--- src/rtl/capture_pkg.sv ---
// Shared definitions for the capture path: frame-gate state encoding and
// the default pixel width.
package capture_pkg;

    localparam int PIX_W_DEF = 24;

    typedef enum logic [1:0] {
        IDLE = 2'd0,
        PASS = 2'd1,
        DROP = 2'd2
    } gate_state_t;

endpackage

--- src/rtl/stat_counter.sv ---
// Free-running statistics counter; wraps modulo 2^CNT_W.
module stat_counter #(
    parameter int CNT_W = 16
) (
    input  logic             clk,
    input  logic             rst_n,
    input  logic             inc,
    output logic [CNT_W-1:0] cnt
);

    logic [CNT_W-1:0] r_cnt;

    always_ff @(posedge clk or negedge rst_n) begin
        if (!rst_n) begin
            r_cnt <= '0;
        end else if (inc) begin
            r_cnt <= r_cnt + 1'b1;
        end
    end

    assign cnt = r_cnt;

endmodule

--- src/rtl/frame_gate_ctrl.sv ---
// Frame scheduler: decides at each vsync rise whether the whole next frame
// reaches the encoder, applying the rate divider and encoder back-pressure.
module frame_gate_ctrl
    import capture_pkg::*;
#(
    parameter int PIX_W = PIX_W_DEF,
    parameter int DIV_W = 4,
    parameter int CNT_W = 16
) (
    input  logic             clk,
    input  logic             rst_n,
    input  logic             enable,
    input  logic [DIV_W-1:0] frame_div,
    input  logic             enc_busy,
    input  logic             in_pvalid,
    input  logic             in_vsync,
    input  logic [PIX_W-1:0] in_ycbcr,
    output logic             out_pvalid,
    output logic             out_vsync,
    output logic [PIX_W-1:0] out_ycbcr,
    output logic             frame_start,
    output logic             frame_pass,
    output logic [CNT_W-1:0] cnt_seen,
    output logic [CNT_W-1:0] cnt_passed,
    output logic [CNT_W-1:0] cnt_drop_busy
);

    gate_state_t      r_state;
    gate_state_t      w_state_nxt;
    logic             r_vsync_d;
    logic [DIV_W-1:0] r_sc;
    logic             r_out_pvalid;
    logic             r_out_vsync;
    logic [PIX_W-1:0] r_out_ycbcr;
    logic             r_frame_start;

    logic             w_bnd;
    logic [DIV_W-1:0] w_div_eff;
    logic [DIV_W:0]   w_sc_inc;
    logic             w_slot;
    logic             w_pass_now;
    logic             w_busy_drop;
    logic             w_gate;

    assign w_bnd       = in_vsync & ~r_vsync_d;
    assign w_div_eff   = (frame_div == '0) ? {{(DIV_W-1){1'b0}}, 1'b1} : frame_div;
    assign w_sc_inc    = {1'b0, r_sc} + 1'b1;
    assign w_slot      = enable & (r_sc == '0);
    assign w_pass_now  = w_slot & ~enc_busy;
    assign w_busy_drop = w_slot & enc_busy;
    // On the boundary cycle the new decision already applies to the vsync itself.
    assign w_gate      = w_bnd ? w_pass_now : (r_state == PASS);

    always_ff @(posedge clk or negedge rst_n) begin
        if (!rst_n) begin
            r_state   <= IDLE;
            r_vsync_d <= 1'b0;
            r_sc      <= '0;
        end else begin
            r_state   <= w_state_nxt;
            r_vsync_d <= in_vsync;
            if (w_bnd) begin
                // A divider shrunk below the current count wraps to 0 here.
                r_sc <= (w_sc_inc >= {1'b0, w_div_eff}) ? '0 : w_sc_inc[DIV_W-1:0];
            end
        end
    end

    always_comb begin
        w_state_nxt = r_state;
        if (w_bnd) begin
            w_state_nxt = w_pass_now ? PASS : DROP;
        end
    end

    always_ff @(posedge clk or negedge rst_n) begin
        if (!rst_n) begin
            r_out_pvalid  <= 1'b0;
            r_out_vsync   <= 1'b0;
            r_out_ycbcr   <= '0;
            r_frame_start <= 1'b0;
        end else begin
            r_out_pvalid  <= in_pvalid & w_gate;
            r_out_vsync   <= in_vsync & w_gate;
            r_out_ycbcr   <= in_ycbcr;
            r_frame_start <= w_bnd;
        end
    end

    stat_counter #(.CNT_W(CNT_W)) u_cnt_seen (
        .clk   (clk),
        .rst_n (rst_n),
        .inc   (w_bnd),
        .cnt   (cnt_seen)
    );

    stat_counter #(.CNT_W(CNT_W)) u_cnt_passed (
        .clk   (clk),
        .rst_n (rst_n),
        .inc   (w_bnd & w_pass_now),
        .cnt   (cnt_passed)
    );

    stat_counter #(.CNT_W(CNT_W)) u_cnt_drop_busy (
        .clk   (clk),
        .rst_n (rst_n),
        .inc   (w_bnd & w_busy_drop),
        .cnt   (cnt_drop_busy)
    );

    assign out_pvalid  = r_out_pvalid;
    assign out_vsync   = r_out_vsync;
    assign out_ycbcr   = r_out_ycbcr;
    assign frame_start = r_frame_start;
    assign frame_pass  = (r_state == PASS);

endmodule

--- config.mk ---
export PLATFORM = sky130hd
export DESIGN_NAME = frame_gate_ctrl
export DESIGN_NICKNAME = d
export VERILOG_FILES = /design/src/rtl/capture_pkg.sv /design/src/rtl/stat_counter.sv /design/src/rtl/frame_gate_ctrl.sv
export SDC_FILE = /design/constraint.sdc
export NUM_CORES = 1
export LEC_CHECK = 0
export CORE_MARGIN = 10
export CORE_UTILIZATION = 40
export DETAILED_ROUTE_END_ITERATION = 10
export PLACE_DENSITY = 0.72
export SYNTH_ARGS = -nofsm -noshare
export SYNTH_HDL_FRONTEND = slang
export SYNTH_SLANG_ARGS = --single-unit
--- constraint.sdc ---
create_clock -name clk -period 3.15 [get_ports clk]
set_clock_uncertainty 0.15 [all_clocks]
set_input_delay 0.315 -clock clk [delete_from_list [all_inputs] [get_ports clk]]
set_output_delay 0.315 -clock clk [all_outputs]
set_load 0.03 [all_outputs]
# After elaboration in Yosys (flattened, before gate mapping)
# Index checks and enable logic that the tools add are counted.
[word_totals] elab_cells=32 input_bits=34 regBits=82
[classes] muxes=4 add_sub_neg=4 n_eq_ne=1 bitwise_logic=10 reduce_logical=2 n_lt_le_gt_ge=1
[op_table] cell="16-bit by 1-bit adder with 16-bit output (second input constant)" n=3
[op_table] cell="1-bit bitwise AND" n=8
[op_table] cell="4-bit logical NOT" n=2
[op_table] cell="4-bit 2-to-1 mux" n=2
[op_table] cell="4-bit by 1-bit adder with 5-bit output (second input constant)" n=1
[op_table] cell="5-bit by 4-bit greater-or-equal comparator with 1-bit output" n=1
[op_table] cell="2-bit by 1-bit equality test with 1-bit output (second input constant)" n=1
[op_table] cell="2-bit 2-to-1 mux" n=1
[op_table] cell="1-bit NOT" n=2
[op_table] cell="1-bit 2-to-1 mux" n=1

# Depth between registers and ports, before layout
[depth] ltp_word=5 mapped_depth=8 depth_no_buf=7

# Cells and area by module
# From an unflattened synthesis, not the netlist that was laid out.
[hier_totals] cells_unflattened=252 hier_area_um2=3303.2
[by_module_without_submodules] module="stat_counter" seq_area_each_um2=400.4 area_per_inst_um2=695.7 instances=3 cells_each=56
[by_module_without_submodules] module="frame_gate_ctrl" seq_area_each_um2=850.8 area_per_inst_um2=1216.2 instances=1 cells_each=84

# Worst setup path before layout
# Ideal clock, no wire load.
[synth_timing] path_kind="reg2reg" startpoint="register r_sc[0]" endpoint="register r_sc[0]" required_ns=2.917 t_arrival_ns=1.921 n_path_buf=0 path_slack_ns=0.996 path_stages_with_launch=7 path_cell_list="dfrtp_1 -> ha_1 -> xor2_1 -> ha_1 -> a2111oi_0 -> o211ai_1 -> o21ai_0"
[synth_between] elab_chain_cells=3
[synth_rtl] element="start: declaration" line_no="frame_gate_ctrl.sv:31" source="logic [DIV_W-1:0] r_sc;"
[synth_rtl] element="start signal: assignment" line_no="frame_gate_ctrl.sv:64" source="r_sc <= (w_sc_inc >= {1'b0, w_div_eff}) ? '0 : w_sc_inc[DIV_W-1:0];"
[synth_rtl] element="4-bit by 1-bit adder with 5-bit output (*)" line_no="frame_gate_ctrl.sv:47" source="assign w_sc_inc = {1'b0, r_sc} + 1'b1;"
[synth_rtl] element="5-bit by 4-bit greater-or-equal comparator with 1-bit output" line_no="frame_gate_ctrl.sv:64"
[synth_rtl] element="4-bit 2-to-1 mux (*)" line_no="frame_gate_ctrl.sv:64"
# Every way passes the cells marked *; elsewhere a longest branch is shown, timed or not.
# A chain may end at the register's enable or synchronous reset.

# Worst setup path in the final report
[layout_timing] startpoint="input frame_div[2]" endpoint="register r_sc[0]"
[layout_between] elab_chain_cells=4
[layout_rtl] element="start: declaration" line_no="frame_gate_ctrl.sv:13" source="input logic [DIV_W-1:0] frame_div,"
[layout_rtl] element="4-bit logical NOT" line_no="frame_gate_ctrl.sv:46" source="assign w_div_eff = (frame_div == '0) ? {{(DIV_W-1){1'b0}}, 1'b1} : frame_div;"
[layout_rtl] element="4-bit 2-to-1 mux (*)" line_no="frame_gate_ctrl.sv:46"
[layout_rtl] element="5-bit by 4-bit greater-or-equal comparator with 1-bit output (*)" line_no="frame_gate_ctrl.sv:64"
[layout_rtl] element="4-bit 2-to-1 mux (*)" line_no="frame_gate_ctrl.sv:64"
# Marks and branches as above.

==> results.toml <==
[cts]
cts_root_buffer = "clkbuf_8"
clock_insertion_delay_worst_skew_ps = 350
clock_tree.buffer_depth = 2
htree_levels = 3
clock-sinks = 82
cts_buffers = 9
hold_buffers = 0
cts_tree = "done"
post_cts.repair.setup_buffers = 0
clkSlewWorstSetupHoldPaths_ps = 80
number_of_cells_upsized_or_downsized_after_cts = 0

[route]
drt_first_pass_iters = 4
drt_iter0_markers = 57
postRouteWirelength_um = 7610
routed_wire_length_per_instance_um = 15.7
avgViaCountPerCell = 4.82
postRouteAntennaNets = 0
drc = 0
route.vias.total = 2341

[floorplanning]
ios = 110
num_rows = 32
core_region_area_um2 = 7850
start_util_pct = 41.8
die_height_um = 111
die_width_um = 111
die_ar_um2 = 12200

[critical_path]
timing.rr.start = "r_sc[0]$_DFFE_PN0P_"
cp_cell_sequence = "clkdlybuf4s50_1 > inv_1 > a31o_2 > ha_1 > nand2b_1 > a2111oi_0 > o211ai_1 > o21ai_0"
crit_start = "frame_div[2]"
critical_path_class = "input pin to flip-flop"
critPathArrivalTime_ps = 2550
cp.buffers_inverters = 2
crit-reg2reg-capture = "r_sc[0]$_DFFE_PN0P_"
r2r_slack_ps = 720
cp-endpoint = "r_sc[0]$_DFFE_PN0P_"
start_kind = "input pin"
path_delay_family = "compound AO/OA/AOI/OAI gates"
cp_slowest_stage_delay_ps = 690
rr_worst_depth = 6
slowest_stage = "a2111oi_0"
end_kind = "flip-flop"
cp.required_ps = 3260
cp_num_cells = 8
critical_path.max_fanout = 3

[synthesis]
yosys.area.top_type = "dfrtp_1"
yosysWarningCount = 0
postSynthNetCount = 303
synth.most_common_cell = "dfrtp_1"
netlist-cell-type-count = 38
commonest_cells_in_the_synthesized_netlist = "dfrtp_1, xnor2_1, nand2_1, nand3_1, xor2_1"
post_synth.cell_area_avg_um2 = 12.6
synth_edf_count = 0
seq_cells_post_synth = 82
ys_seq_area_share_pct = 62.5
ys_async_sr_fraction_pct = 100
mappedNetlistArea_um2 = 3280
synthDominantCellAreaShare_pct = 62.5
syn-instance-count = 260
synth_area_leaders = "dfrtp_1, xnor2_1, xor2_1"
flip_flop_cell_with_the_highest_count_after_synthesis = "dfrtp_1"

[power]
irDropWorstVdd_v = 0.000313
switchingPower_uw = 846
swShare_pct = 32.5
power_frac_clock_pct = 27.1
share_comb_of_total_power_pct = 24.3
power.static_leakage_nw = 2.05
power_per_cell_area_nw_per_um2 = 556
seqPwrFrac_pct = 48.5
p_int_mw = 1.75

[timing]
timing.final.ws_setup_ps = 719
fin_setup_tns_ps = 0
finalCritPeriodShare_pct = 77.2
drv_slew = 0
final_period_minus_worst_setup_slack_ps = 2430
final-hold-violation-count = 28
setup_viol = 0
slew_headroom_pct = 33.2
fmaxAchievable_ghz = 0.411
grt_setup_unrepaired = "no"
final.hold.worst_slack_ps = -25.5
worst_pin_slew_ps = 1000

[grt]
grt.overflow.total = 0
groute.usage.overall_pct = 12.4
first_global_vias = 2413
antenna_found_initial = 0
grt_pass1_wl_um = 12700
grt_start_max_net_pins = 83

[placed_design]
dp.final_hpwl_um = 5830
finalWeightedCongestion = 0.766
dpl_worst_slack_ps = 377
port_buffers = 109

[final_layout]
final_layout_size_suffix_gt1_share_pct = 7.55
antenna_cells = 0
num-fill-cells = 681
layout-area-overhead-vs-synth_pct = 42.5
design.final.nets = 422

[job]
maxcap_violations = 0

[status]
run_status = "finished, violations left"
failed_checks = "hold timing"

[min_path]
worstHoldPathType = "input pin to asynchronous set/reset pin"
==> sequential cells by signal, summed over array words and instances (netlist names) <==
register	flops
out_pvalid	1
frame_start	1
u_cnt_passed.cnt	16
u_cnt_seen.cnt	16
r_sc	4
u_cnt_drop_busy.cnt	16
out_vsync	1
out_ycbcr	24
r_vsync_d	1
r_state	2
==> metal layers <==
layer / track usage [%] / wire, um / up-vias
met5: 0 / 0 / -
met4: 4.40 / 100 / 0
met3: 4.70 / 547 / 10
met2: 20.0 / 3610 / 69
met1: 14.8 / 3350 / 1141
li1: - / - / 1121
==> cell families after synthesis <==
| kind of cell | after synthesis | synth area share, % |
|---|---|---|
| and+or+nand+nor | 97 | 16.8 |
| DFF | 82 | 62.5 |
| xor gates and xnor gates | 47 | 12.5 |
| buffers and inverters | 12 | 1.60 |
| AOI/OAI and AO/OA | 11 | 2.40 |
| adders and majority gates | 9 | 3.43 |
| muxes | 2 | 0.686 |
==> power by group through the flow <==
stage          Clock (mW)  Sequential, mW  Combinational (mW)
2_1_floorplan           0            1.40               0.249
3_3_place_gp            0            1.28               0.626
3_5_place_dp            0            1.28               0.643
4_1_cts             0.731            1.26               0.647
5_1_grt             0.784            1.28               0.702
6_report            0.705            1.26               0.633
==> through the flow <==
step                std cells  power [mW]  util (%)  area, um2
floorplan                 260        1.64         -       3280
CTS                       486        2.64      59.6       4680
detailed placement        470        1.92      57.2       4490
finish                    486        2.60      59.6       4680
global route              486        2.77      59.6       4680
global placement          470        1.90      57.2       4490
==> cell type report <==
class	instances	area (um2)	share of cell area, %
clock buffer	10	138	2.94
clock inverter	6	50.0	1.07
inverter	10	37.5	0.802
multi-input combinational	166	1180	25.2
sequential	82	2050	43.9
tap	102	128	2.73
timing repair buffer	110	1100	23.4
==> worst reg2reg max path, cell delays in order, from the launching register on <==
cell and delay, ps:
dfrtp_1 440, ha_1 270, xor2_1 180, ha_1 230
a2111oi_0 670, o211ai_1 230, o21ai_0 180
==> worst min-delay path by stage <==
| stage | slack [ps] | from | endpoint |
|---|---|---|---|
| 2_1_floorplan | -130 | rst_n | frame_start$_DFF_PN0_ |
| 3_3_place_gp | 320 | u_cnt_seen.cnt[15]$_DFFE_PN0P_ | u_cnt_seen.cnt[15]$_DFFE_PN0P_ |
| 3_5_place_dp | 310 | u_cnt_seen.cnt[15]$_DFFE_PN0P_ | u_cnt_seen.cnt[15]$_DFFE_PN0P_ |
| 4_1_cts | 20 | rst_n | u_cnt_passed.cnt[12]$_DFFE_PN0P_ |
| 5_1_grt | 70 | rst_n | u_cnt_passed.cnt[12]$_DFFE_PN0P_ |
| 6_report | -30 | rst_n | u_cnt_passed.cnt[12]$_DFFE_PN0P_ |
==> placed cells by master (no fill, tap or decap), types with 2 or more instances in the layout <==
cell type        synthesis  layout
clkdlybuf4s50_1          0     108
o211ai_1                 2       2
nand4_1                 12      12
mux2_2                   2       2
nor2b_1                  2       2
ha_1                     9       9
o22ai_1                  2       2
nand3b_1                 2       2
and4_1                   3       3
clkinv_4                 0       3
xor2_1                  14      14
dfrtp_1                 82      82
nand2_1                 26      26
xnor2_1                 33      33
nand2b_1                 2       2
o21ai_0                  2       2
clkbuf_8                 0      10
or2_2                    2       2
buf_4                    0       2
nand4b_1                 2       2
inv_1                    9       9
and2_1                   3       3
nor3_1                   2       2
clkinvlp_4               0       2
nor2_1                  13      13
nor4_1                   3       3
nand3_1                 16      16
nor4_4                   2       2
No activity file was read; power rests on OpenSTA's default activity.
